==> src/rtl/smart_fan_pkg.sv <==
// Shared types and constants for the smart fan temperature path.
package smart_fan_pkg;

  // Fahrenheit-to-Celsius converter control states.
  typedef enum logic [1:0] {
    F2C_IDLE,
    F2C_DIV,
    F2C_DONE
  } f2c_state_t;

  // temp_c = (temp_f - F_OFFSET) * F2C_MUL / F2C_DIVISOR
  localparam int unsigned F_OFFSET    = 32;
  localparam int unsigned F2C_MUL     = 5;
  // Named apart from the F2C_DIV state to keep the package namespace unambiguous.
  localparam int unsigned F2C_DIVISOR = 9;

endpackage

==> src/rtl/serial_divider.sv <==
// Unsigned restoring divider, one quotient bit per clock, MSB first.
// o_done is high during the final step; o_quotient/o_remainder carry that
// step's result so the caller can capture it on the same edge.
module serial_divider #(
  parameter int unsigned DIV_W = 11
) (
  input  logic             clk,
  input  logic             rst,
  input  logic             i_start,
  input  logic [DIV_W-1:0] i_dividend,
  input  logic [DIV_W-1:0] i_divisor,
  output logic             o_busy,
  output logic             o_done,
  output logic [DIV_W-1:0] o_quotient,
  output logic [DIV_W-1:0] o_remainder
);

  localparam int unsigned CNT_W = $clog2(DIV_W);

  logic             r_busy;
  logic [CNT_W-1:0] r_cnt;
  logic [DIV_W-1:0] r_rem;
  // Holds remaining dividend bits in the top, accumulated quotient bits in the bottom.
  logic [DIV_W-1:0] r_dvd;

  logic [DIV_W:0]   w_rem_sh;
  logic [DIV_W-1:0] w_rem_sub;
  logic             w_ge;
  logic [DIV_W-1:0] w_rem_nx;
  logic [DIV_W-1:0] w_dvd_nx;

  // One restoring step: shift rem:dividend left, subtract divisor if it fits.
  always_comb begin
    w_rem_sh  = {r_rem, r_dvd[DIV_W-1]};
    w_ge      = (w_rem_sh >= {1'b0, i_divisor});
    w_rem_sub = w_rem_sh[DIV_W-1:0] - i_divisor;
    w_rem_nx  = w_ge ? w_rem_sub : w_rem_sh[DIV_W-1:0];
    w_dvd_nx  = {r_dvd[DIV_W-2:0], w_ge};
  end

  // Load on start, then iterate DIV_W steps.
  always_ff @(posedge clk) begin
    if (rst) begin
      r_busy <= 1'b0;
      r_cnt  <= '0;
      r_rem  <= '0;
      r_dvd  <= '0;
    end else if (i_start && !r_busy) begin
      r_busy <= 1'b1;
      r_cnt  <= CNT_W'(DIV_W - 1);
      r_rem  <= '0;
      r_dvd  <= i_dividend;
    end else if (r_busy) begin
      r_rem <= w_rem_nx;
      r_dvd <= w_dvd_nx;
      if (r_cnt == '0) begin
        r_busy <= 1'b0;
      end else begin
        r_cnt <= r_cnt - 1'b1;
      end
    end
  end

  assign o_busy      = r_busy;
  assign o_done      = r_busy && (r_cnt == '0);
  assign o_quotient  = w_dvd_nx;
  assign o_remainder = w_rem_nx;

endmodule

==> src/rtl/temp_f_to_c.sv <==
// Sequential Fahrenheit-to-Celsius converter with valid/ready handshakes.
// temp_c = trunc_toward_zero((temp_f - 32) * 5 / 9), computed as a signed
// magnitude so the divider only ever sees unsigned operands.
module temp_f_to_c
  import smart_fan_pkg::*;
#(
  parameter int unsigned IN_W  = 8,
  parameter int unsigned OUT_W = 8
) (
  input  logic             clk,
  input  logic             rst,
  input  logic             in_valid,
  output logic             in_ready,
  input  logic [IN_W-1:0]  temp_f,
  output logic             out_valid,
  input  logic             out_ready,
  output logic [OUT_W-1:0] temp_c
);

  // |temp_f - 32| * 5 always fits in IN_W+3 bits.
  localparam int unsigned DIV_W = IN_W + 3;

  f2c_state_t       r_state;
  logic             r_in_ready;
  logic             r_out_valid;
  logic             r_neg;
  logic [OUT_W-1:0] r_temp_c;

  logic [DIV_W-1:0] w_f_ext;
  logic             w_neg;
  logic [DIV_W-1:0] w_mag;
  logic [DIV_W-1:0] w_dividend;
  logic             w_start;
  logic             w_div_busy;
  logic             w_div_done;
  logic [DIV_W-1:0] w_quotient;
  logic [DIV_W-1:0] w_remainder;
  logic [OUT_W-1:0] w_q;
  logic             w_unused;

  // Sign and scaled magnitude of the offset-corrected input.
  always_comb begin
    w_f_ext    = DIV_W'(temp_f);
    w_neg      = (w_f_ext < DIV_W'(F_OFFSET));
    w_mag      = w_neg ? (DIV_W'(F_OFFSET) - w_f_ext) : (w_f_ext - DIV_W'(F_OFFSET));
    w_dividend = w_mag * DIV_W'(F2C_MUL);
    w_q        = OUT_W'(w_quotient);
  end

  // r_in_ready is high only in IDLE, so this is the accepting edge.
  assign w_start = in_valid && r_in_ready;

  serial_divider #(
    .DIV_W(DIV_W)
  ) u_div (
    .clk        (clk),
    .rst        (rst),
    .i_start    (w_start),
    .i_dividend (w_dividend),
    .i_divisor  (DIV_W'(F2C_DIVISOR)),
    .o_busy     (w_div_busy),
    .o_done     (w_div_done),
    .o_quotient (w_quotient),
    .o_remainder(w_remainder)
  );

  // Remainder is discarded (truncation); busy is implied by the FSM state.
  assign w_unused = ^{w_div_busy, w_remainder};

  // Control FSM with registered handshake outputs and result.
  always_ff @(posedge clk) begin
    if (rst) begin
      r_state     <= F2C_IDLE;
      r_in_ready  <= 1'b1;
      r_out_valid <= 1'b0;
      r_neg       <= 1'b0;
      r_temp_c    <= '0;
    end else begin
      case (r_state)
        F2C_IDLE: begin
          if (in_valid) begin
            r_neg      <= w_neg;
            r_in_ready <= 1'b0;
            r_state    <= F2C_DIV;
          end
        end
        F2C_DIV: begin
          if (w_div_done) begin
            r_temp_c    <= r_neg ? (-w_q) : w_q;
            r_out_valid <= 1'b1;
            r_state     <= F2C_DONE;
          end
        end
        F2C_DONE: begin
          if (out_ready) begin
            r_out_valid <= 1'b0;
            r_in_ready  <= 1'b1;
            r_state     <= F2C_IDLE;
          end
        end
        default: begin
          r_state     <= F2C_IDLE;
          r_in_ready  <= 1'b1;
          r_out_valid <= 1'b0;
        end
      endcase
    end
  end

  assign in_ready  = r_in_ready;
  assign out_valid = r_out_valid;
  assign temp_c    = r_temp_c;

endmodule

==> config.mk <==
export PLATFORM = sky130hd
export DESIGN_NAME = temp_f_to_c
export DESIGN_NICKNAME = d
export VERILOG_FILES = /design/src/rtl/smart_fan_pkg.sv /design/src/rtl/serial_divider.sv /design/src/rtl/temp_f_to_c.sv
export SDC_FILE = /design/constraint.sdc
export NUM_CORES = 1
export LEC_CHECK = 0
export ABC_AREA = 0
export BUFFER_PORTS_ARGS = -buffer_cell sky130_fd_sc_hd__buf_2
export CAP_MARGIN = 20
export CORE_ASPECT_RATIO = 1.5
export CORE_MARGIN = 4
export CORE_UTILIZATION = 25
export CTS_CLUSTER_SIZE = 24
export DETAILED_ROUTE_END_ITERATION = 6
export PLACE_DENSITY = 0.46
export SYNTH_ARGS = -nofsm -noshare
export SYNTH_HDL_FRONTEND = slang
export SYNTH_SLANG_ARGS = --single-unit
export TNS_END_PERCENT = 20
==> constraint.sdc <==
create_clock -name clk -period 2.4 [get_ports clk]
set_input_delay 0 -clock clk [delete_from_list [all_inputs] [get_ports clk]]
set_output_delay 0 -clock clk [all_outputs]
set_load 0.01 [all_outputs]
==> impl_results.md, run 1 <==
- Rel. slew slack: 60.97%
- Largest net degree at the start of global routing: 32
- Final Cycle Share: 91.91%
- Drt initial violations: 95
- Status: finished clean
- P&R area growth vs syn: 25.90%
- RePlAce Congestion: 0.7888
- Fmax: 453.3 MHz
- Largest area contributor in the netlist: dfxtp_1
- Count leader, synth: nor2_1
- Synthesis-stage register bit count: 40
- Most common library cells after synthesis: nor2_1 (42), dfxtp_1 (40), a21oi_1 (30), nand2_1 (24), ha_1 (23)
- Gr usage total: 10.80%
- Worst slew pin tran: 0.5833 ns
- Layout cell share with drive strength beyond 1: 23.64%
- TNS Setup: 0 ns
- Hold_ws: 0.02093 ns
- Clock Skew: 0.005303 ns
- GRT overflow: 0
- Peak VDD IR: 233.8 uV
- Ports: 22
- Port Buffers: 21
- Setup crit end kind: flip-flop
- Num CTS Buffers: 5
- Pleak: 0.001358 uW
- Core ar.: 10130 um^2
- Die area: 12120 um^2
- Htree depth: 2
- Internal power: 1521 uW
- DRT antenna net count: 0
- Longest Clk Path Bufs: 2
- Post-Layout Inst Area: 3272 um^2
- Crit path launch type: primary input
- Final core utilization: 32.28%
- Clock-pin transition on the worst setup and hold timing paths: 0.06 ns
- Critical path arrival: 2.35 ns
- Initial antenna violation count: 0
- WL/cell: 12.98 um
- Routed vias/inst: 4.876
- EDFF count, synth: 0
- P_sw: 739.3 uW
- Ys async rst share: 0%
- GRT busiest layer: met2
- # DRC: 0
- Ys flop type: dfxtp_1
- Initial Util: 25.64%
- Die width: 91.25 um
- Worst-path maximum fanout: 5
- First-pass GRT wire length: 10700 um
- Mapped Area: 2599 um^2
- Post-DP HPWL: 4910 um
- Met1 Resource Use GR: 11.15%
- Comb power frac: 34.7%
- Seq pwr share: 35.3%
- Period minus WS final: 2.206 ns
- Sw frac: 32.71%
- Nets@finish: 403
- Yosys warnings: 0
- RSZ-0062 raised after global routing: yes
- Required @ worst endpoint: 2.55 ns
- Post-cts hold buffer count: 0
- Post-synth cell types: 55
- Vias: 2365
- Post-Route WL: 6294 um
- CTS sink count: 40
- Sequential share of the synthesized area: 30.81%
- Fin. Hold Viols: 0
- Pwr dens: 690.7 nW/um^2
- Synthesized instance count: 318
- Top-area cell type share of the netlist area: 30.81%
- Placed instance area: 3060 um^2
- Worst-skew pair later-pin latency: 0.29 ns
- Die Y: 132.9 um
- Power, Total: 2260 uW
- Max cap viols: 0
- Final setup violation count: 0
- Initial DRT Pass Iterations: 4
- N_diodes: 0
- Syn avg cell area: 8.172 um^2
- Clock network fraction of design power: 30.0%
- Grt met2 use: 19.66%
- Root Buffer: clkbuf_16
- Type of the tightest min-delay check: primary input to flip-flop
- Row cnt: 45
- Critical path class: primary input to flip-flop
- Met3 Resource Use GR: 1.934%
- CTS tree: built
- Top post-synthesis cells by area: dfxtp_1 (31%), ha_1 (11%), nor2_1 (6.1%), a21oi_1 (5.8%), xnor2_1 (4.4%)
- Vias in the first global route: 2379
- Final slew viol count: 0
- Syn nets: 354
## cell usage in the layout, fill, tap and decap left out, types with 3 or more instances in the layout
cell type / netlist / routed
a21oi_1: 30 / 29
mux2i_1: 7 / 7
nand2b_1: 5 / 5
a211oi_1: 14 / 13
clkbuf_16: 0 / 5
buf_4: 1 / 36
xor2_1: 8 / 8
nor3_1: 8 / 8
buf_2: 1 / 21
a221oi_1: 3 / 3
nor2_1: 42 / 42
ha_1: 23 / 20
or2_2: 3 / 3
nand2_1: 24 / 24
xnor2_1: 13 / 12
inv_1: 14 / 13
o21ai_0: 20 / 17
dfxtp_1: 40 / 40
nor2b_1: 4 / 3
## state kept, by name (all words and copies together) (netlist names)
name	cells
u_div.r_dvd	11
u_div.r_rem	11
r_state	2
u_div.r_cnt	4
u_div.o_busy	1
temp_c	8
in_ready	1
out_valid	1
r_neg	1
## power by group through the flow
stage / logic (uW) / clock network [uW] / registers [uW]
floorplan: 548 / 0 / 793
CTS: 769 / 698 / 798
global route: 884 / 712 / 809
finish: 784 / 678 / 798
global placement: 765 / 0 / 811
detailed placement: 763 / 0 / 812
## repair_timing
item,in CTS,in global routing
gates cloned,0,0
setup buffers,0,1
resized for setup,1,13
endpoints found under the setup margin,1,5
pin swaps,0,6
## layer usage
metal | vias up | wire length (um)
met2 | 30 | 3265
met5 | - | 0
met1 | 1092 | 2589
met4 | 0 | 276
met3 | 16 | 162
li1 | 1227 | -
## metrics by stage
step	worst slack (ns)	std cells
2_1_floorplan	-0.003028	318
3_3_place_gp	-0.2765	476
3_5_place_dp	-0.3054	476
4_1_cts	0.01935	484
5_1_grt	0.01017	485
6_report	0.1941	485
## cell families after synthesis
family	after synthesis	share of synthesized area, %
adder cells (fa/ha/maj)	24	11.84
buffers and inverters	29	4.381
XOR/XNOR	21	7.078
AO/OA/AOI/OAI	91	22.68
flip-flops	40	30.81
AND/OR/NAND/NOR	105	20.08
multiplexers	8	3.130
## cell type report
| type | instances | area [um^2] |
|---|---|---|
| clock buffer | 8 | 146.4 |
| fill | 1105 | 6863 |
| inverter | 14 | 56.30 |
| multi-input combinational | 249 | 1747 |
| sequential | 40 | 800.8 |
| tap | 117 | 146.4 |
| timing repair buffer | 57 | 375.4 |
## worst max-delay path: stages
cell and delay [ns]:
buf_2 0.10, clkinvlp_4 0.08, buf_4 0.16, ha_1 0.18
a31oi_1 0.16, xnor2_1 0.10, mux2i_1 0.21, ha_1 0.28
ha_1 0.34, a21oi_2 0.16, o21ai_2 0.09, o31ai_2 0.24
xor2_1 0.16, o22ai_1 0.09
## path summary, 6_finish.rpt
kind / startpoint / cells after the start / to / slack (ns)
worst max-delay path: temp_f[6] / 14 / u_div.r_dvd[10] / 0.19
worst min-delay path: in_valid / 3 / r_state[0] / 0.02
worst max register to register: u_div.r_rem[7] / 8 / temp_c[6] / 0.25
worst min register to register: temp_c[5] / 2 / temp_c[5] / 0.49
No activity file was read; power rests on OpenSTA's default activity.
==> run 2: changes to the inputs <==
- ABC_CLOCK_PERIOD_IN_PS: unset -> 2100
- PLACE_DENSITY: 0.46 -> 0.45
- clock period: 2.4 -> 2.1 ns (I/O delays scaled with it)
==> impl_results.md, run 2 (synthesis results as in run 1) <==
- Vias: 2399 (+1.4%)
- Nets@finish: 413 (+2.5%)
- Worst-skew pair later-pin latency: 0.28 ns (about the same)
- N_diodes: 0 (unchanged)
- Final slew viol count: 0 (unchanged)
- Row cnt: 45 (unchanged)
- Routed vias/inst: 4.846 (-0.61%)
- P&R area growth vs syn: 36.88%
- Longest Clk Path Bufs: 2 (unchanged)
- Commonest non-fill, non-tap cell in the layout: buf_4
- Critical path arrival: 2.25 ns (-0.10 ns)
- Clock-pin transition on the worst setup and hold timing paths: 0.06 ns (about the same)
- Die area: 12120 um^2 (unchanged)
- Layout cell share with drive strength beyond 1: 31.48% (+7.8 points)
- Max cap viols: 0 (unchanged)
- Die Y: 132.9 um (unchanged)
- Worst R2R Path Depth: 7 (-1)
- Rel. slew slack: 59.22% (-1.8 points)
- Commonest non-fill, non-tap cells in the layout: buf_4 (44), nor2_1 (42), dfxtp_1 (40)
- Fmax: 475.3 MHz
- FF-to-FF Start: u_div.r_rem[0]
- Crit path launch type: primary input
- Htree depth: 2 (unchanged)
- Place WS: -0.5402 ns (-0.2348 ns)
- CTS tree: built
- Peak VDD IR: 287.8 uV (+23%)
- Period minus WS final: 2.104 ns
- Die width: 91.25 um (unchanged)
- Type of the tightest min-delay check: primary input to flip-flop
- Post-DP HPWL: 5065 um (+3.2%)
- GRT overflow: 0 (unchanged)
- Gr usage total: 11.31% (+0.51 points)
- Initial DRT Pass Iterations: 4 (unchanged)
- Worst-path maximum fanout: 7 (+2)
- DRT antenna net count: 0 (unchanged)
- Required @ worst endpoint: 2.25 ns (-0.30 ns)
- Clock Skew: 0.005118 ns (-0.0001848 ns)
- Setup crit end kind: flip-flop
- Initial antenna violation count: 0 (unchanged)
- Violated checks: negative setup slack
- CP startpoint: temp_f[6]
- Post-Route WL: 6520 um (+3.6%)
- Fillers: 1074 (-2.8%)
- Seq pwr share: 31.5% (-3.8 points)
- Internal power: 1968 uW (+29%)
- Ports: 22 (unchanged)
- Num CTS Buffers: 5 (unchanged)
- Initial Util: 25.64% (unchanged)
- Register area: 800.8 um^2 (unchanged)
- Pleak: 0.001448 uW (+6.6%)
- RSZ-0062 raised after global routing: yes
- CTS sink count: 40 (unchanged)
- Worst slew pin tran: 0.6095 ns (+0.02626 ns)
- Power, Total: 2870 uW (+27%)
- Sw frac: 31.42% (-1.3 points)
- Post-route setup slack: -0.004056 ns (-0.1982 ns)
- Drt initial violations: 88 (-7.4%)
- Vias in the first global route: 2354 (-1.1%)
- Worst setup endpoint: u_div.r_dvd[10]
- Port Buffers: 21 (unchanged)
- Reg2reg setup slack: 0.13 ns (-0.12 ns)
- Core ar.: 10130 um^2 (unchanged)
- Clock network fraction of design power: 32.6% (+2.6 points)
- P_sw: 901.6 uW (+22%)
- Critical path class: primary input to flip-flop
- Final core utilization: 35.10% (+2.8 points)
- Area of the multi-input gates: 1894 um^2 (+8.5%)
- RePlAce Congestion: 0.7709 (-2.3%)
- Reg2reg end: temp_c[7]
- Root Buffer: clkbuf_16
- Pwr dens: 806.8 nW/um^2 (+17%)
- First-pass GRT wire length: 11230 um (+5.0%)
- Comb power frac: 35.9% (+1.2 points)
- Fin. Hold Viols: 0 (unchanged)
- Status: finished with violations
- Final setup violation count: 1 (+1)
- WL/cell: 13.17 um (+1.5%)
- Largest net degree at the start of global routing: 32 (unchanged)
- # DRC: 0 (unchanged)
- Post-cts hold buffer count: 0 (unchanged)
- Final Cycle Share: 100.2%
==> run 2: how the worst min path moves through the flow <==
stage,slack [ns],to,cells past startpoint,startpoint
global placement,0.30,r_state[0],3,in_valid
finish,0.02,r_state[0],3,in_valid
detailed placement,0.32,r_state[0],3,in_valid
CTS,0.02,r_state[0],3,in_valid
floorplan,0.17,r_state[0],2,in_valid
global route,0.1,r_state[0],3,in_valid
==> run 2: routing by layer <==
layer / vias to the layer above / global-route usage, % / part of all wire (%)
li1: 1249 / - / -
met1: 1114 / 12.38 / 41
met2: 27 / 21.18 / 54
met3: 9 / 1.877 / 2.3
met4: 0 / 4.698 / 2.6
met5: - / 0 / 0
==> run 2: critical path, cell delays in order <==
cell and delay [ns]:
buf_8 0.10, clkinvlp_4 0.09, ha_4 0.13, ha_4 0.18, buf_6 0.14, o41ai_4 0.08, xnor2_2 0.15, ha_1 0.32
ha_4 0.26, o211ai_1 0.20, o21ai_2 0.12, o31ai_2 0.23, xor2_1 0.17, o22ai_1 0.08
==> run 2: stage by stage <==
step           std cells  instance area (um^2)  setup TNS [ns]  hold slack [ns]
2_1_floorplan        318                  2691         -0.8766           0.1726
3_3_place_gp         480                  3164          -2.530           0.3050
3_5_place_dp         480                  3164          -2.637           0.3195
4_1_cts              495                  3521        -0.03719          0.01787
5_1_grt              495                  3557         -0.5978          0.09729
6_report             495                  3557       -0.004056          0.02046
==> run 2: final cells by class <==
| cell class | count | area share (%) |
|---|---|---|
| Multi-Input combinational cell | 249 | 53.25 |
| Sequential cell | 40 | 22.51 |
| Timing Repair Buffer | 67 | 13.33 |
| Clock buffer | 7 | 4.291 |
| Tap cell | 117 | 4.115 |
| Inverter | 14 | 1.653 |
| Clock inverter | 1 | 0.8442 |
==> run 2: power by group through the flow <==
| stage | clock network [uW] | registers (uW) | logic, uW |
|---|---|---|---|
| after floorplan | 0 | 906 | 663 |
| after global placement | 0 | 919 | 947 |
| after detailed placement | 0 | 920 | 949 |
| after CTS | 954 | 903 | 1030 |
| after global routing | 984 | 915 | 1160 |
| final | 936 | 903 | 1030 |
==> run 2: what timing repair did <==
item,4_1_cts,5_1_grt
pin swaps,23,12
endpoints found under the setup margin,5,8
gates resized for setup,25,10
buffers inserted,7,0
==> run 3: changes to the inputs <==
==> constraint.sdc (replaced) <==
create_clock -name clk -period 2.1 [get_ports clk]
set_input_delay 0.42 -clock clk [delete_from_list [all_inputs] [get_ports clk]]
set_output_delay 0.42 -clock clk [all_outputs]
set_load 0.01 [all_outputs]
==> impl_results.md, run 3 (synthesis results as in run 1) <==
- Status: finished with violations
- Violated checks: negative setup slack
- Die width: 91.25 um (unchanged)
- Placed Instances: 483 (+0.63%)
- Initial DRT Pass Iterations: 4 (unchanged)
- Post-Layout Inst Area: 3625 um^2 (+1.9%)
- Commonest non-fill, non-tap cells in the layout: buf_4 (50), nor2_1 (40), dfxtp_1 (39)
- Peak VDD IR: 327.2 uV (+14%)
- Place WS: -0.9374 ns (-0.3971 ns)
- Max cap viols: 0 (unchanged)
- Rel. slew slack: 64.06% (+4.8 points)
- Crit path launch type: primary input
- CTS sink count: 40 (unchanged)
- Port Buffers: 21 (unchanged)
- Layout cell share with drive strength beyond 1: 34.64% (+3.2 points)
- Initial antenna violation count: 0 (unchanged)
- Clock-pin transition on the worst setup and hold timing paths: 0.06 ns (about the same)
- Finished Layout Cells: 501 (+1.2%)
- Pwr dens: 752.6 nW/um^2 (-6.7%)
- Required @ worst endpoint: 2.27 ns (+0.02 ns)
- Num CTS Buffers: 5 (unchanged)
- CP cell instances: buf_6 > clkinvlp_4 > ha_4 > ha_4 > buf_6 > o41ai_4 > xnor2_2 > ha_1 > ha_4 > o211ai_1 > o21ai_2 > xor2_1 > a221oi_2 > nor2_1
- First-pass GRT wire length: 11790 um (+5.0%)
- CP dominant cell by count: ha_4
- RSZ-0062 raised after global routing: yes
- Worst-skew pair later-pin latency: 0.29 ns (about the same)
- Gr usage total: 11.99% (+0.68 points)
- GRT overflow: 0 (unchanged)
- Pleak: 0.001467 uW (+1.4%)
- Vias in the first global route: 2469 (+4.9%)
- Row cnt: 45 (unchanged)
- Post-DP HPWL: 5102 um (+0.74%)
- Drt initial violations: 86 (-2.3%)
- Vias: 2375 (-1.0%)
- Root Buffer: clkbuf_16
- Nets@finish: 419 (+1.5%)
- WL/cell: 13.47 um (+2.3%)
- Final setup violation count: 7 (+6)
- N_diodes: 0 (unchanged)
- Worst R2R Path Depth: 7 (unchanged)
- Routed vias/inst: 4.741 (-2.2%)
- P&R area growth vs syn: 39.48%
- Critical path class: primary input to flip-flop
- Power, Total: 2728 uW (-4.9%)
- Fmax: 397.4 MHz (-16%)
- Reg2reg end: temp_c[7]
- Type of the tightest min-delay check: primary input to flip-flop
- CTS tree: built
- Worst path slowest cell: ha_1
- RePlAce Congestion: 0.7785 (+0.99%)
- Critical path arrival: 2.69 ns (+0.44 ns)
- Die area: 12120 um^2 (unchanged)
- Fillers: 1050 (-2.2%)
- Htree depth: 2 (unchanged)
- Clock Skew: 0.005146 ns (+0.00002748 ns)
- Placed instance area: 3187 um^2 (+0.71%)
- Fin. Hold Viols: 0 (unchanged)
- Post-cts hold buffer count: 0 (unchanged)
- Final slew viol count: 0 (unchanged)
- Final Cycle Share: 119.8% (+20 points)
- FF-to-FF Start: u_div.r_rem[0]
- Hold_ws: 0.4314 ns (+0.4110 ns)
- Longest Clk Path Bufs: 2 (unchanged)
- Post-route setup slack: -0.4165 ns (-0.4125 ns)
- Worst-path maximum fanout: 7 (unchanged)
- Reg2reg setup slack: 0.14 ns (about the same)
- Worst setup endpoint: u_div.r_dvd[8]
- Worst slew pin tran: 0.5371 ns (-0.07244 ns)
- Initial Util: 25.64% (unchanged)
- Period minus WS final: 2.517 ns (+0.4125 ns)
- Largest net degree at the start of global routing: 36 (+13%)
- CP startpoint: temp_f[6]
- # DRC: 0 (unchanged)
- Setup crit end kind: flip-flop
- Post-Route WL: 6749 um (+3.5%)
- Ports: 22 (unchanged)
- Commonest non-fill, non-tap cell in the layout: buf_4
- Die Y: 132.9 um (unchanged)
- Core ar.: 10130 um^2 (unchanged)
- Slowest stage delay, CP: 0.30 ns (-0.02 ns)
- DRT antenna net count: 0 (unchanged)
-- run 3: cell count changes in the layout (fill, tap and decap cells not counted), sizes merged --
cell	delta
clkinv	+2
bufinv	-1
buf	+6
clkbuf	-1
-- run 3: final cells by class --
type / instances / area, um^2 / share of cell area (%)
sequential: 40 / 802.0 / 22.13
multi-input combinational: 249 / 1959 / 54.06
timing repair buffer: 73 / 509.2 / 14.05
inverter: 14 / 58.81 / 1.622
clock inverter: 2 / 10.01 / 0.2761
tap: 117 / 146.4 / 4.039
clock buffer: 6 / 138.9 / 3.832
-- run 3: critical path, delay by kind of cell --
kind / cells / cell delay, ns
xor gates and xnor gates: 2 / 0.32
adders and majority gates: 4 / 0.91
AOI/OAI and AO/OA: 4 / 0.63
and+or+nand+nor: 1 / 0.07
buffers and inverters: 3 / 0.33
-- run 3: worst min path at each step --
stage / start / endpoint / slack, ns / cells past startpoint
finish: in_valid / r_state[0] / 0.43 / 3
floorplan: u_div.r_cnt[3] / u_div.r_cnt[2] / 0.47 / 2
global placement: out_valid / out_valid / 0.47 / 2
global route: rst / u_div.r_cnt[1] / 0.47 / 2
CTS: in_valid / r_state[0] / 0.43 / 3
detailed placement: temp_c[0] / temp_c[0] / 0.49 / 2
-- run 3: where the power goes --
group	leakage (uW)	total [uW]	switching [uW]	internal, uW
logic	0.00106	1050	528	526
registers	0.000327	901	69.5	831
clock network	0.0000766	773	305	468
-- run 3: per-layer routing --
metal  share of wire [%]  global-route usage (%)
met1                  40                   13.30
met2                  54                   21.67
met3                 2.5                   2.332
met4                 3.6                   5.621
met5                   0                       0
-- run 3: metrics by stage --
stage	util, %	setup TNS (ns)
floorplan	-	-3.804
global placement	31.44	-5.624
detailed placement	31.44	-5.794
CTS	34.58	-2.129
global route	35.77	-3.234
finish	35.77	-2.256
-- run 3: timing repair --
action,4_1_cts,5_1_grt
pin swaps,16,14
setup buffers,8,2
resized for setup,21,22
setup endpoints to repair,7,11
